### src/rtl/control_unit.sv
// Hardwired Moore control unit: fetch (T0-T2), decode the datapath IR, then
// sequence the execute steps (T3-T6) for each instruction class.
module control_unit #(
  parameter int NREG  = 16,
  parameter int CNT_W = 16
) (
  input  logic             clk,
  input  logic             clr,
  input  logic [31:0]      ir,
  output logic             PC_out,
  output logic             MDR_out,
  output logic             ZLow_out,
  output logic             ZHigh_out,
  output logic             HI_out,
  output logic             LO_out,
  output logic [NREG-1:0]  R_out,
  output logic [NREG-1:0]  R_enable,
  output logic             MAR_enable,
  output logic             PC_enable,
  output logic             IncPC,
  output logic             Read,
  output logic             MDR_enable,
  output logic             IR_enable,
  output logic             Y_enable,
  output logic             Z_enable,
  output logic             HI_enable,
  output logic             LO_enable,
  output logic [4:0]       opcode,
  output logic             run,
  output logic             illegal,
  output logic [CNT_W-1:0] instr_count
);

  localparam logic [3:0] S_IDLE = 4'd0;
  localparam logic [3:0] S_T0   = 4'd1;
  localparam logic [3:0] S_T1   = 4'd2;
  localparam logic [3:0] S_T2   = 4'd3;
  localparam logic [3:0] S_T3   = 4'd4;
  localparam logic [3:0] S_T4   = 4'd5;
  localparam logic [3:0] S_T5   = 4'd6;
  localparam logic [3:0] S_T6   = 4'd7;
  localparam logic [3:0] S_HALT = 4'd8;

  localparam logic [2:0] C_ALU  = 3'd0;
  localparam logic [2:0] C_MD   = 3'd1;
  localparam logic [2:0] C_NN   = 3'd2;
  localparam logic [2:0] C_MFHI = 3'd3;
  localparam logic [2:0] C_MFLO = 3'd4;
  localparam logic [2:0] C_NOP  = 3'd5;
  localparam logic [2:0] C_HALT = 3'd6;
  localparam logic [2:0] C_ILL  = 3'd7;

  logic [3:0]       state_reg, state_next;
  logic [CNT_W-1:0] count_reg;
  logic             retire;
  logic [4:0]       op;
  logic [3:0]       ra, rb, rc;
  logic [2:0]       cls;
  logic             r_out_on, r_en_on;
  logic [3:0]       r_out_idx, r_en_idx;
  logic             unused_ir_bits;

  assign op = ir[31:27];
  assign ra = ir[26:23];
  assign rb = ir[22:19];
  assign rc = ir[18:15];
  assign unused_ir_bits = ^ir[14:0];

  always_comb begin
    cls = C_ILL;
    if (op inside {[5'd3:5'd12]})            cls = C_ALU;
    else if (op == 5'd15 || op == 5'd16)     cls = C_MD;
    else if (op == 5'd17 || op == 5'd18)     cls = C_NN;
    else if (op == 5'd23)                    cls = C_MFHI;
    else if (op == 5'd24)                    cls = C_MFLO;
    else if (op == 5'd26)                    cls = C_NOP;
    else if (op == 5'd27)                    cls = C_HALT;
  end

  // retire marks the final execute step of the current instruction class
  always_comb begin
    state_next = state_reg;
    retire     = 1'b0;
    case (state_reg)
      S_IDLE: state_next = S_T0;
      S_T0:   state_next = S_T1;
      S_T1:   state_next = S_T2;
      S_T2:   state_next = S_T3;
      S_T3: begin
        if (cls == C_HALT) begin
          state_next = S_HALT;
        end else if (cls inside {C_MFHI, C_MFLO, C_NOP, C_ILL}) begin
          state_next = S_T0;
          retire     = 1'b1;
        end else begin
          state_next = S_T4;
        end
      end
      S_T4: begin
        if (cls == C_NN) begin
          state_next = S_T0;
          retire     = 1'b1;
        end else begin
          state_next = S_T5;
        end
      end
      S_T5: begin
        if (cls == C_ALU) begin
          state_next = S_T0;
          retire     = 1'b1;
        end else begin
          state_next = S_T6;
        end
      end
      S_T6: begin
        state_next = S_T0;
        retire     = 1'b1;
      end
      S_HALT:  state_next = S_HALT;
      default: state_next = S_IDLE;
    endcase
  end

  always_ff @(posedge clk or negedge clr) begin
    if (!clr) begin
      state_reg <= S_IDLE;
      count_reg <= '0;
    end else begin
      state_reg <= state_next;
      if (retire) count_reg <= count_reg + CNT_W'(1);
    end
  end

  assign instr_count = count_reg;

  always_comb begin
    PC_out     = 1'b0;
    MDR_out    = 1'b0;
    ZLow_out   = 1'b0;
    ZHigh_out  = 1'b0;
    HI_out     = 1'b0;
    LO_out     = 1'b0;
    MAR_enable = 1'b0;
    PC_enable  = 1'b0;
    IncPC      = 1'b0;
    Read       = 1'b0;
    MDR_enable = 1'b0;
    IR_enable  = 1'b0;
    Y_enable   = 1'b0;
    Z_enable   = 1'b0;
    HI_enable  = 1'b0;
    LO_enable  = 1'b0;
    opcode     = 5'd0;
    illegal    = 1'b0;
    r_out_on   = 1'b0;
    r_out_idx  = 4'd0;
    r_en_on    = 1'b0;
    r_en_idx   = 4'd0;
    run        = (state_reg != S_IDLE) && (state_reg != S_HALT);
    case (state_reg)
      S_T0: begin
        PC_out     = 1'b1;
        MAR_enable = 1'b1;
        IncPC      = 1'b1;
        PC_enable  = 1'b1;
      end
      S_T1: begin
        Read       = 1'b1;
        MDR_enable = 1'b1;
      end
      S_T2: begin
        MDR_out   = 1'b1;
        IR_enable = 1'b1;
      end
      S_T3: begin
        case (cls)
          C_ALU:  begin r_out_on = 1'b1; r_out_idx = rb; Y_enable = 1'b1; end
          C_MD:   begin r_out_on = 1'b1; r_out_idx = ra; Y_enable = 1'b1; end
          C_NN:   begin r_out_on = 1'b1; r_out_idx = rb; opcode = op; Z_enable = 1'b1; end
          C_MFHI: begin HI_out = 1'b1; r_en_on = 1'b1; r_en_idx = ra; end
          C_MFLO: begin LO_out = 1'b1; r_en_on = 1'b1; r_en_idx = ra; end
          C_ILL:  illegal = 1'b1;
          default: ;
        endcase
      end
      S_T4: begin
        case (cls)
          C_ALU: begin r_out_on = 1'b1; r_out_idx = rc; opcode = op; Z_enable = 1'b1; end
          C_MD:  begin r_out_on = 1'b1; r_out_idx = rb; opcode = op; Z_enable = 1'b1; end
          C_NN:  begin ZLow_out = 1'b1; r_en_on = 1'b1; r_en_idx = ra; end
          default: ;
        endcase
      end
      S_T5: begin
        case (cls)
          C_ALU: begin ZLow_out = 1'b1; r_en_on = 1'b1; r_en_idx = ra; end
          C_MD:  begin ZLow_out = 1'b1; LO_enable = 1'b1; end
          default: ;
        endcase
      end
      S_T6: begin
        if (cls == C_MD) begin
          ZHigh_out = 1'b1;
          HI_enable = 1'b1;
        end
      end
      default: ;
    endcase
  end

  genvar gi;
  generate
    for (gi = 0; gi < NREG; gi++) begin : g_rsel
      assign R_out[gi]    = r_out_on && (r_out_idx == 4'(gi));
      assign R_enable[gi] = r_en_on  && (r_en_idx  == 4'(gi));
    end
  endgenerate

endmodule

### config.mk
export PLATFORM = sky130hd
export DESIGN_NAME = control_unit
export DESIGN_NICKNAME = d
export VERILOG_FILES = /design/src/rtl/control_unit.sv
export SDC_FILE = /design/constraint.sdc
export NUM_CORES = 1
export LEC_CHECK = 0
export ABC_AREA = 1
export CAP_MARGIN = 20
export CORE_ASPECT_RATIO = 0.7
export CORE_MARGIN = 10
export CORE_UTILIZATION = 43
export CTS_CLUSTER_SIZE = 28
export DETAILED_ROUTE_END_ITERATION = 8
export PLACE_DENSITY = 0.83
export SYNTH_ARGS = -nofsm -noshare
export SYNTH_HDL_FRONTEND = slang
export SYNTH_SLANG_ARGS = --single-unit
### constraint.sdc
create_clock -name clk -period 3.5 [get_ports clk]
set_input_delay 0.35 -clock clk [delete_from_list [all_inputs] [get_ports clk]]
set_output_delay 0.35 -clock clk [all_outputs]
set_load 0.05 [all_outputs]
# After elaboration in Yosys (flattened, before gate mapping)
# Cells that the tools add are included.
[totals] word_cells=153 output_inout_bits=71 register_bits=20 in_bits=34
[op_classes] magnitude_cmp=2 add_sub_neg=1 mux=47 eq_ne=54 reduce_logical=47
[ops] op="4-bit equality test (second input constant)" count=17
[ops] op="4-bit by 3-bit equality test with 1-bit output (second input constant)" count=12
[ops] op="5-bit equality test (second input constant)" count=7
[ops] op="1-bit logical AND" count=34
[ops] op="4-bit case mux with 8 select lines" count=1
[ops] op="4-bit by 2-bit equality test with 1-bit output (second input constant)" count=6
[ops] op="4-bit case mux with 2 select lines" count=3
[ops] op="1-bit two-way mux" count=21
[ops] op="3-bit two-way mux" count=7
[ops] op="16-bit by 1-bit adder with 16-bit output (second input constant)" count=1
[ops] op="4-bit two-way mux" count=4
[ops] op="3-bit equality test (second input constant)" count=4
[ops] op="4-bit by 1-bit equality test with 1-bit output (second input constant)" count=3
[ops] op="4-bit logical NOT" count=3
[ops] op="4-bit case mux with 3 select lines" count=1
[ops] op="5-bit two-way mux" count=2
[ops] op="5-bit case mux with 2 select lines" count=1
[ops] op="4-bit nonzero test" count=2
[ops] op="2-bit OR reduction" count=4
[ops] op="3-bit by 2-bit equality test with 1-bit output (second input constant)" count=2
[ops] op="1-bit case mux with 2 select lines" count=3
[ops] op="5-bit by 4-bit equality test with 1-bit output (second input constant)" count=1
[ops] op="5-bit by 2-bit greater-or-equal comparator with 1-bit output (second input constant)" count=1
[ops] op="5-bit by 4-bit less-or-equal comparator with 1-bit output (second input constant)" count=1
[ops] op="8 further kinds" count=10

# Logic depth before layout (Yosys ltp)
# Gate-level depths: netlist of the first run.
[logic_depth] word_depth=14 mapped_depth=13 mapped_depth_nobuf=13

# Worst setup path before layout of the first run
# OpenSTA, ideal clock, no wires.
[synth_path] path_type="flip-flop to output port" startpoint="reg state_reg[1]" endpoint="out opcode[3]" required_ps=3150 slack_ps=-607 path_buffers=1 t_arrival_ps=3757 path_stages_with_launch=7 cell_sequence="dfrtp_1 -> buf_4 -> nor2_1 -> nand2_1 -> o21ai_0 -> inv_1 -> nor4_1"
[synth_between] elab_chain_len=2 word_cells_on_any_way=3 classes_between="eq/ne: 2; mux: 1"
[synth_rtl] element="start, declared" line_no="53" source="logic [3:0] state_reg, state_next;"
[synth_rtl] element="start signal, assigned" line_no="129" source="state_reg <= state_next;"
[synth_rtl] element="4-bit by 3-bit equality test with 1-bit output" line_no="160" source="case (state_reg)"
[synth_rtl] element="5-bit case mux with 2 select lines (*)" line_no="160"
[synth_rtl] element="end, declared" line_no="28" source="output logic [4:0] opcode,"
# Every way passes the cells marked *; elsewhere a longest branch is shown, timed or not.

# Worst setup path after layout of the first run
[layout_path] startpoint="in ir[30]" endpoint="out R_out[0]"
[layout_between] elab_chain_len=14 word_cells_on_any_way=34 classes_between="order compare: 2; eq/ne: 10; mux: 13; reduce/logical: 9"
[layout_rtl] element="start, declared" line_no="9" source="input logic [31:0] ir,"
[layout_rtl] element="5-bit equality test" line_no="77" source="else if (op == 5'd27) cls = C_HALT;"
[layout_rtl] element="1-bit two-way mux" line_no="77"
[layout_rtl] element="2-bit two-way mux" line_no="76" source="else if (op == 5'd26) cls = C_NOP;"
[layout_rtl] element="2-bit two-way mux" line_no="75" source="else if (op == 5'd24) cls = C_MFLO;"
[layout_rtl] element="3-bit two-way mux" line_no="74" source="else if (op == 5'd23) cls = C_MFHI;"
[layout_rtl] element="3-bit two-way mux" line_no="73" source="else if (op == 5'd17 || op == 5'd18) cls = C_NN;"
[layout_rtl] element="3-bit two-way mux" line_no="72" source="else if (op == 5'd15 || op == 5'd16) cls = C_MD;"
[layout_rtl] element="3-bit two-way mux (*)" line_no="71" source="if (op inside {[5'd3:5'd12]}) cls = C_ALU;"
[layout_rtl] element="3-bit by 2-bit equality test with 1-bit output / 3-bit logical NOT (equally long branches)" line_no="176, 187"
[layout_rtl] element="2-bit OR reduction (no source line)"
[layout_rtl] element="4-bit case mux with 2 select lines" line_no="176" source="case (cls)"
[layout_rtl] element="4-bit case mux with 2 select lines" line_no="160"
[layout_rtl] element="4-bit logical NOT" line_no="214" source="assign R_out[gi] = r_out_on && (r_out_idx == 4'(gi));"
[layout_rtl] element="1-bit logical AND (*)" line_no="214"
[layout_rtl] element="end, declared" line_no="16" source="output logic [NREG-1:0] R_out,"
# Marks and branches as above.

==> results.txt, run 1 <==
----------------------------------------------------
[CTS]
  CTS tree ... yes
  Hold Buf Count CTS ... 0
  Number of CTS-inserted buffers ... 3
  Clock insertion delay at the later pin of the skew report ... 270 ps
  Maximum level of the CTS H-tree ... 1
  Root buf cell ... sky130_fd_sc_hd__clkbuf_8
  Clock transition at path regs ... 70 ps
  Clk sinks ... 20
  Largest buffer count on any clock path ... 2
  CTS-repair resized insts ... 0
  Buffers inserted by post-CTS timing repair ... 0

[Placed design]
  Total half-perimeter wirelength after legalization and detailed placement ... 5320 um
  Count of placed standard cells including taps ... 462
  Port Buf Inserts ... 89
  GPL Wtd Cong ... 0.908

[Power and ir drop]
  Power, Total ... 1.49 mW
  Highest ir drop seen on vdd ... 0.223 mV
  Leakage power ... 1.42 nW
  Power density cells ... 519 nW/um^2

[Logic synthesis]
  Number of distinct library cell variants in the gate-level netlist after synthesis ... 28
  Average instance area after synthesis ... 6.11 um^2
  Post-Synth Simple-Gate Area ... 0.528
  Post-Synthesis Net Count ... 364
  Main combinational cell family by area after synthesis ... simple AND/OR/NAND/NOR gates
  Number of warnings issued by yosys ... 0
  Synthesis-stage register bit count ... 20
  Multiplexer share of the synthesized area ... 0
  Sequential element share of the synthesized area ... 0.249
  Compound-Gate Fraction of Synth Area ... 0.0367
  Adder and majority cell fraction of the synthesized area ... 0.00622
  Fraction of synthesized cell area in xor and xnor cells ... 0.0610
  Cells after Synth ... 329
  Netlist area before placement ... 2010 um^2

[Finish]
  Footprint of the multi-input gates ... 1280 um^2
  Inserted Diodes ... 0
  Synth-to-layout area growth ... 43.1%
  Number of inserted filler cells in the final layout ... 386
  Fraction of final layout cells sized beyond drive strength 1 ... 0.158
  Leading cell type in the layout, fill and taps excluded ... sky130_fd_sc_hd__nand2_1
  Number of flip-flops in the largest register ... 16
  Final-stage net count ... 447
  Register area ... 500 um^2
  Leading cell types in the layout, fill and taps excluded ... sky130_fd_sc_hd__nand2_1, sky130_fd_sc_hd__nor2_1, sky130_fd_sc_hd__clkdlybuf4s50_1
  Final Instance Count excl. Fillers ... 466

[Die]
  Height of the die ... 77.2 um
  Core box area ... 4430 um^2
  Total Die Area ... 7850 um^2
  DIE WIDTH ... 102 um
  I/O pin count ... 105
  Starting density of the core ... 0.454
  Row Count ... 20

[GRT]
  Global-route track usage on met2 ... 0.230
  Via count of the first global-routing pass ... 2196
  Antenna violations before repair ... 0
  Largest net degree at the start of global routing ... 21
  GRT Max-Usage Layer ... met2
  Gr usage total ... 0.159
  Met3 track demand over resource ... 0.0448
  Met1 Resource Use GR ... 0.228
  Remaining global-route overflow ... 0
  Wire length of the first global-routing pass ... 10500 um

[Worst setup path]
  Max stage delay on crit path ... 700 ps
  Max stage delay cell, worst path ... sky130_fd_sc_hd__clkdlybuf4s50_1
  Crit-path max FO ... 5
  Data required time of the critical path ... 3150 ps
  Top Family by Delay on Critical Path ... buffers and inverters
  Critical path arrival ... 2900 ps
  Number of buffer and inverter instances along the worst setup path ... 5
  Cell with the most instances on the worst path ... sky130_fd_sc_hd__nand2_1
  CP Launch Type ... input port
  Cell chain of the critical path ... clkdlybuf4s50_1 -> nor2_2 -> nand2_1 -> nor2_2 -> inv_2 -> nand2_1 -> nand2_1 -> o21ai_0 -> inv_1 -> o21ai_2 -> inv_1 -> nand2_1 -> nor2_1 -> clkdlybuf4s50_1
  Sort of element at the end of the critical path ... primary output
  Crit path kind ... in2out

[Timing]
  Max Slew Vio Count ... 0
  Worst-margin pin slew ... 885 ps
  Unrepaired setup endpoints after global routing ... false
  Min Clock Period, post-route ... 3250 ps
  Share of the clock period used by the worst path after layout ... 0.928
  Setup Skew ... 9.37 ps
  Setup TNS ... 0 ps
  Relative slew slack ... 0.408
  Hold violation count in the final report ... 0
  Endpoints failing setup ... 0
  Fmax achieved ... 308 MHz

[Outcome]
  Run status ... complete, no violations

[Flow run]
  Count of max-cap constraint violations ... 0

[Routing]
  Number of iterations in the first detailed-routing pass ... 4
  DRC Markers ... 0
  Via total after detailed routing ... 2270
  Routed wire length ... 6390 um
  DRT antenna net count ... 0
  Routed len/inst ... 13.7 um
  DRC violation total after the first TritonRoute iteration ... 197
  Detailed-route vias per instance ... 4.87

[Hold path]
  Type of the worst min-delay path ... reg2reg

----------------------------------------------------
synthesized netlist by cell type:
library cell / n / share of area
sky130_fd_sc_hd__nand2_2: 7 / 0.022
sky130_fd_sc_hd__nor3_1: 6 / 0.015
sky130_fd_sc_hd__buf_6: 3 / 0.017
sky130_fd_sc_hd__nand4_1: 2 / 0.0062
sky130_fd_sc_hd__nand3b_1: 3 / 0.011
sky130_fd_sc_hd__o2111ai_1: 1 / 0.0044
sky130_fd_sc_hd__buf_4: 8 / 0.030
sky130_fd_sc_hd__o21ai_2: 1 / 0.0044
sky130_fd_sc_hd__nor2_8: 1 / 0.010
sky130_fd_sc_hd__inv_2: 1 / 0.0019
sky130_fd_sc_hd__xnor2_1: 6 / 0.026
sky130_fd_sc_hd__nand3_2: 8 / 0.040
sky130_fd_sc_hd__xor2_1: 8 / 0.035
sky130_fd_sc_hd__o22ai_1: 1 / 0.0031
sky130_fd_sc_hd__inv_1: 37 / 0.069
sky130_fd_sc_hd__nor2_2: 5 / 0.016
sky130_fd_sc_hd__nor4_1: 2 / 0.0062
sky130_fd_sc_hd__a21oi_1: 2 / 0.0050
sky130_fd_sc_hd__nor2_4: 1 / 0.0056
sky130_fd_sc_hd__nand3_4: 1 / 0.0087
sky130_fd_sc_hd__o21ai_0: 8 / 0.020
sky130_fd_sc_hd__dfrtp_1: 20 / 0.25
sky130_fd_sc_hd__nand3_1: 26 / 0.065
sky130_fd_sc_hd__nand2_4: 2 / 0.011
sky130_fd_sc_hd__clkbuf_1: 1 / 0.0019
sky130_fd_sc_hd__nor2_1: 59 / 0.11
sky130_fd_sc_hd__nand2_1: 108 / 0.20
sky130_fd_sc_hd__ha_1: 1 / 0.0062
power by group:
part	internal, mW	switching [mW]
registers	0.269	0.0612
logic	0.272	0.658
clock network	0.153	0.0803
total	0.694	0.799
kinds of logic (layout without fill, tap and decap cells):
logic type / after synthesis / after routing
simple gates: 231 / 231
buf+inv: 50 / 132
flops: 20 / 20
xor+xnor: 14 / 14
compound gates: 13 / 13
fa+ha+maj: 1 / 1
cell type report:
class,count,share of cell area
Clock buffer,3,0.0143
Clock inverter,1,0.0104
Inverter,38,0.0496
Multi-Input combinational cell,259,0.443
Sequential cell,20,0.174
Tap cell,55,0.0239
Timing Repair Buffer,90,0.284
worst reg2reg max path: stages, from the launching register on:
cell and delay (ps):
sky130_fd_sc_hd__dfrtp_1 530, sky130_fd_sc_hd__nor2_1 120, sky130_fd_sc_hd__nand2_1 240, sky130_fd_sc_hd__nor2_1 110, sky130_fd_sc_hd__a21oi_1 220, sky130_fd_sc_hd__nand3_4 240
sky130_fd_sc_hd__nand2_4 240, sky130_fd_sc_hd__nand2_1 70, sky130_fd_sc_hd__nand2_1 70
per-layer routing:
layer / share of wire / vias up / wire (um)
li1: - / 1182 / -
met1: 0.49 / 1007 / 3110
met2: 0.43 / 77 / 2730
met3: 0.079 / 4 / 507
met4: 0.0067 / 0 / 43
met5: 0 / - / 0
stage by stage:
step | utilization | hold WS [ps] | area, um^2 | setup slack, ps
finish | 0.650 | 515 | 2880 | 251
global route | 0.650 | 569 | 2880 | 24.9
CTS | 0.650 | 522 | 2880 | 282
detailed placement | 0.634 | 506 | 2810 | 290
global placement | 0.634 | 495 | 2810 | 325
floorplan | - | 54.4 | 2020 | 429
worst paths after layout:
path / start / end / slack, ps / cells after the start
worst min-delay path: instr_count[15] / instr_count[15] / 520 / 2
min in group asynchronous: clr / instr_count[8] / 580 / 1
worst min register to register: instr_count[15] / instr_count[15] / 520 / 2
max in group asynchronous: clr / state_reg[3] / 2370 / 1
worst max register to register: state_reg[1] / instr_count[10] / 1590 / 8
worst max-delay path: ir[30] / R_out[0] / 250 / 14
No activity file was read; power rests on OpenSTA's default activity.
==> run 2, diff against run 1 <==
- CORE_UTILIZATION: 43 -> 40
- HOLD_SLACK_MARGIN: unset -> 0.1
- PLACE_DENSITY: 0.83 -> 0.78
- clock period: 3.5 -> 3.2 ns (I/O delays scaled with it)
==> results.txt, run 2 (synthesis gave the netlist of run 1 again) <==
----------------------------------------------------
[Outcome]
  Run status ... complete, no violations (unchanged)

[Hold path]
  Cell count of the worst hold path ... 2 (unchanged)
  Worst hold path endpoint ... instr_count[15] (unchanged)
  Min-delay src ... instr_count[15] (unchanged)
  Type of the worst min-delay path ... reg2reg (unchanged)

[Worst setup path]
  Start of the worst register-to-register path ... state_reg[3] (was state_reg[1])
  Flop2flop setup slack ... 1150 ps (was 1590 ps)
  Sort of element at the end of the critical path ... primary output (unchanged)
  Terminus of the critical flop-to-flop path ... instr_count[14] (was instr_count[10])
  Crit path kind ... in2out (unchanged)
  Data required time of the critical path ... 2880 ps (was 3150 ps)
  Critical path arrival ... 2530 ps (was 2900 ps)
  Crit-path max FO ... 7 (was 5)
  Worst setup path startpoint ... ir[27] (was ir[30])
  Number of cells traversed by the worst register-to-register path ... 11 (was 8)
  CP Launch Type ... input port (unchanged)

[Placed design]
  Port Buf Inserts ... 89 (unchanged)
  GPL Wtd Cong ... 0.942 (was 0.908)
  Count of placed standard cells including taps ... 476 (was 462)
  Total half-perimeter wirelength after legalization and detailed placement ... 5980 um (was 5320 um)

[Routing]
  DRC Markers ... 0 (unchanged)
  Routed len/inst ... 14.7 um (was 13.7 um)
  DRT antenna net count ... 0 (unchanged)
  Via total after detailed routing ... 2355 (was 2270)
  DRC violation total after the first TritonRoute iteration ... 198 (was 197)
  Number of iterations in the first detailed-routing pass ... 4 (unchanged)
  Detailed-route vias per instance ... 4.91 (was 4.87)
  Routed wire length ... 7030 um (was 6390 um)

[CTS]
  Clock insertion delay at the later pin of the skew report ... 260 ps (was 270 ps)
  Maximum level of the CTS H-tree ... 1 (unchanged)
  CTS tree ... yes (unchanged)
  Clock transition at path regs ... 70 ps (about the same)
  Root buf cell ... sky130_fd_sc_hd__clkbuf_8 (unchanged)
  Hold Buf Count CTS ... 0 (unchanged)
  Clk sinks ... 20 (unchanged)
  Buffers inserted by post-CTS timing repair ... 0 (unchanged)
  Number of CTS-inserted buffers ... 3 (unchanged)
  Largest buffer count on any clock path ... 2 (unchanged)
  CTS-repair resized insts ... 0 (unchanged)

[Timing]
  Worst-margin pin slew ... 902 ps (was 885 ps)
  Fmax achieved ... 351 MHz
  Unrepaired setup endpoints after global routing ... false (unchanged)
  Relative slew slack ... 0.397 (was 0.408)
  Max Slew Vio Count ... 0 (unchanged)
  Hold violation count in the final report ... 0 (unchanged)
  Setup Skew ... 4.45 ps (was 9.37 ps)
  Endpoints failing setup ... 0 (unchanged)
  Share of the clock period used by the worst path after layout ... 0.889
  Setup TNS ... 0 ps (unchanged)
  Min Clock Period, post-route ... 2850 ps

[Finish]
  Inserted Diodes ... 0 (unchanged)
  Number of flip-flops in the largest register ... 16 (unchanged)
  Leading cell type in the layout, fill and taps excluded ... sky130_fd_sc_hd__nand2_1 (unchanged)
  Fraction of final layout cells sized beyond drive strength 1 ... 0.180 (was 0.158)
  Number of inserted filler cells in the final layout ... 421 (was 386)
  Final Instance Count excl. Fillers ... 480 (was 466)
  Leading cell types in the layout, fill and taps excluded ... sky130_fd_sc_hd__nand2_1, sky130_fd_sc_hd__nor2_1, sky130_fd_sc_hd__clkdlybuf4s50_1 (unchanged)
  Synth-to-layout area growth ... 60.9% (was 43.1%)
  Final-stage net count ... 447 (unchanged)

[GRT]
  Largest net degree at the start of global routing ... 21 (unchanged)
  Wire length of the first global-routing pass ... 11500 um (was 10500 um)
  Gr usage total ... 0.163 (was 0.159)
  Remaining global-route overflow ... 0 (unchanged)
  Via count of the first global-routing pass ... 2323 (was 2196)
  Antenna violations before repair ... 0 (unchanged)

[Die]
  Core box area ... 4810 um^2 (was 4430 um^2)
  Starting density of the core ... 0.418 (was 0.454)
  Height of the die ... 79.3 um (was 77.2 um)
  DIE WIDTH ... 105 um (was 102 um)
  Total Die Area ... 8310 um^2 (was 7850 um^2)
  I/O pin count ... 105 (unchanged)
  Row Count ... 21 (was 20)

[Power and ir drop]
  Leakage power ... 1.51 nW (was 1.42 nW)
  Highest ir drop seen on vdd ... 0.212 mV (was 0.223 mV)
  Power density cells ... 511 nW/um^2 (was 519 nW/um^2)

[Flow run]
  Count of max-cap constraint violations ... 0 (unchanged)

----------------------------------------------------
==> run 2: layout make-up <==
type | instances | area, um^2 | area share
Inverter | 38 | 143 | 0.0441
Multi-Input combinational cell | 259 | 1280 | 0.394
Clock buffer | 3 | 41.3 | 0.0128
Sequential cell | 20 | 500 | 0.155
Timing Repair Buffer | 90 | 1160 | 0.358
Tap cell | 69 | 86.3 | 0.0267
Clock inverter | 1 | 30.0 | 0.00928
==> run 2: worst max-delay path, stage by stage <==
cell and delay (ps):
sky130_fd_sc_hd__clkdlybuf4s50_1 460, sky130_fd_sc_hd__nor2_1 200, sky130_fd_sc_hd__nand3_1 150, sky130_fd_sc_hd__nand2_4 150
sky130_fd_sc_hd__inv_1 110, sky130_fd_sc_hd__nor3_1 240, sky130_fd_sc_hd__clkdlybuf4s50_1 880
==> run 2: worst max-delay path by stage <==
stage,to,slack (ps)
global placement,ZHigh_out,410
global route,R_enable[1],140
finish,ZHigh_out,350
floorplan,opcode[3],160
CTS,ZHigh_out,330
detailed placement,ZHigh_out,330
==> run 2: metrics by stage <==
stage	util	instance area, um^2	power (mW)	hold slack [ps]	setup slack, ps
after floorplan	-	2020	1.13	24.4	159
after global placement	0.658	3160	1.39	499	412
after detailed placement	0.658	3160	1.41	505	331
after CTS	0.673	3240	1.66	525	326
after global routing	0.673	3240	1.76	561	139
final	0.673	3240	1.65	519	354
==> run 2: metal layers <==
layer | vias to the layer above | global-route usage | wire (um)
li1 | 1178 | - | -
met1 | 1085 | 0.210 | 3090
met2 | 84 | 0.269 | 3370
met3 | 8 | 0.0387 | 472
met4 | 0 | 0.0423 | 99
met5 | - | 0 | 0
==> run 2: power by group <==
group,internal (mW),total (mW),leakage (nW),switching [mW]
Clock,0.167,0.255,0.0357,0.0883
Sequential,0.295,0.360,0.270,0.0658
Combinational,0.312,1.04,1.21,0.727
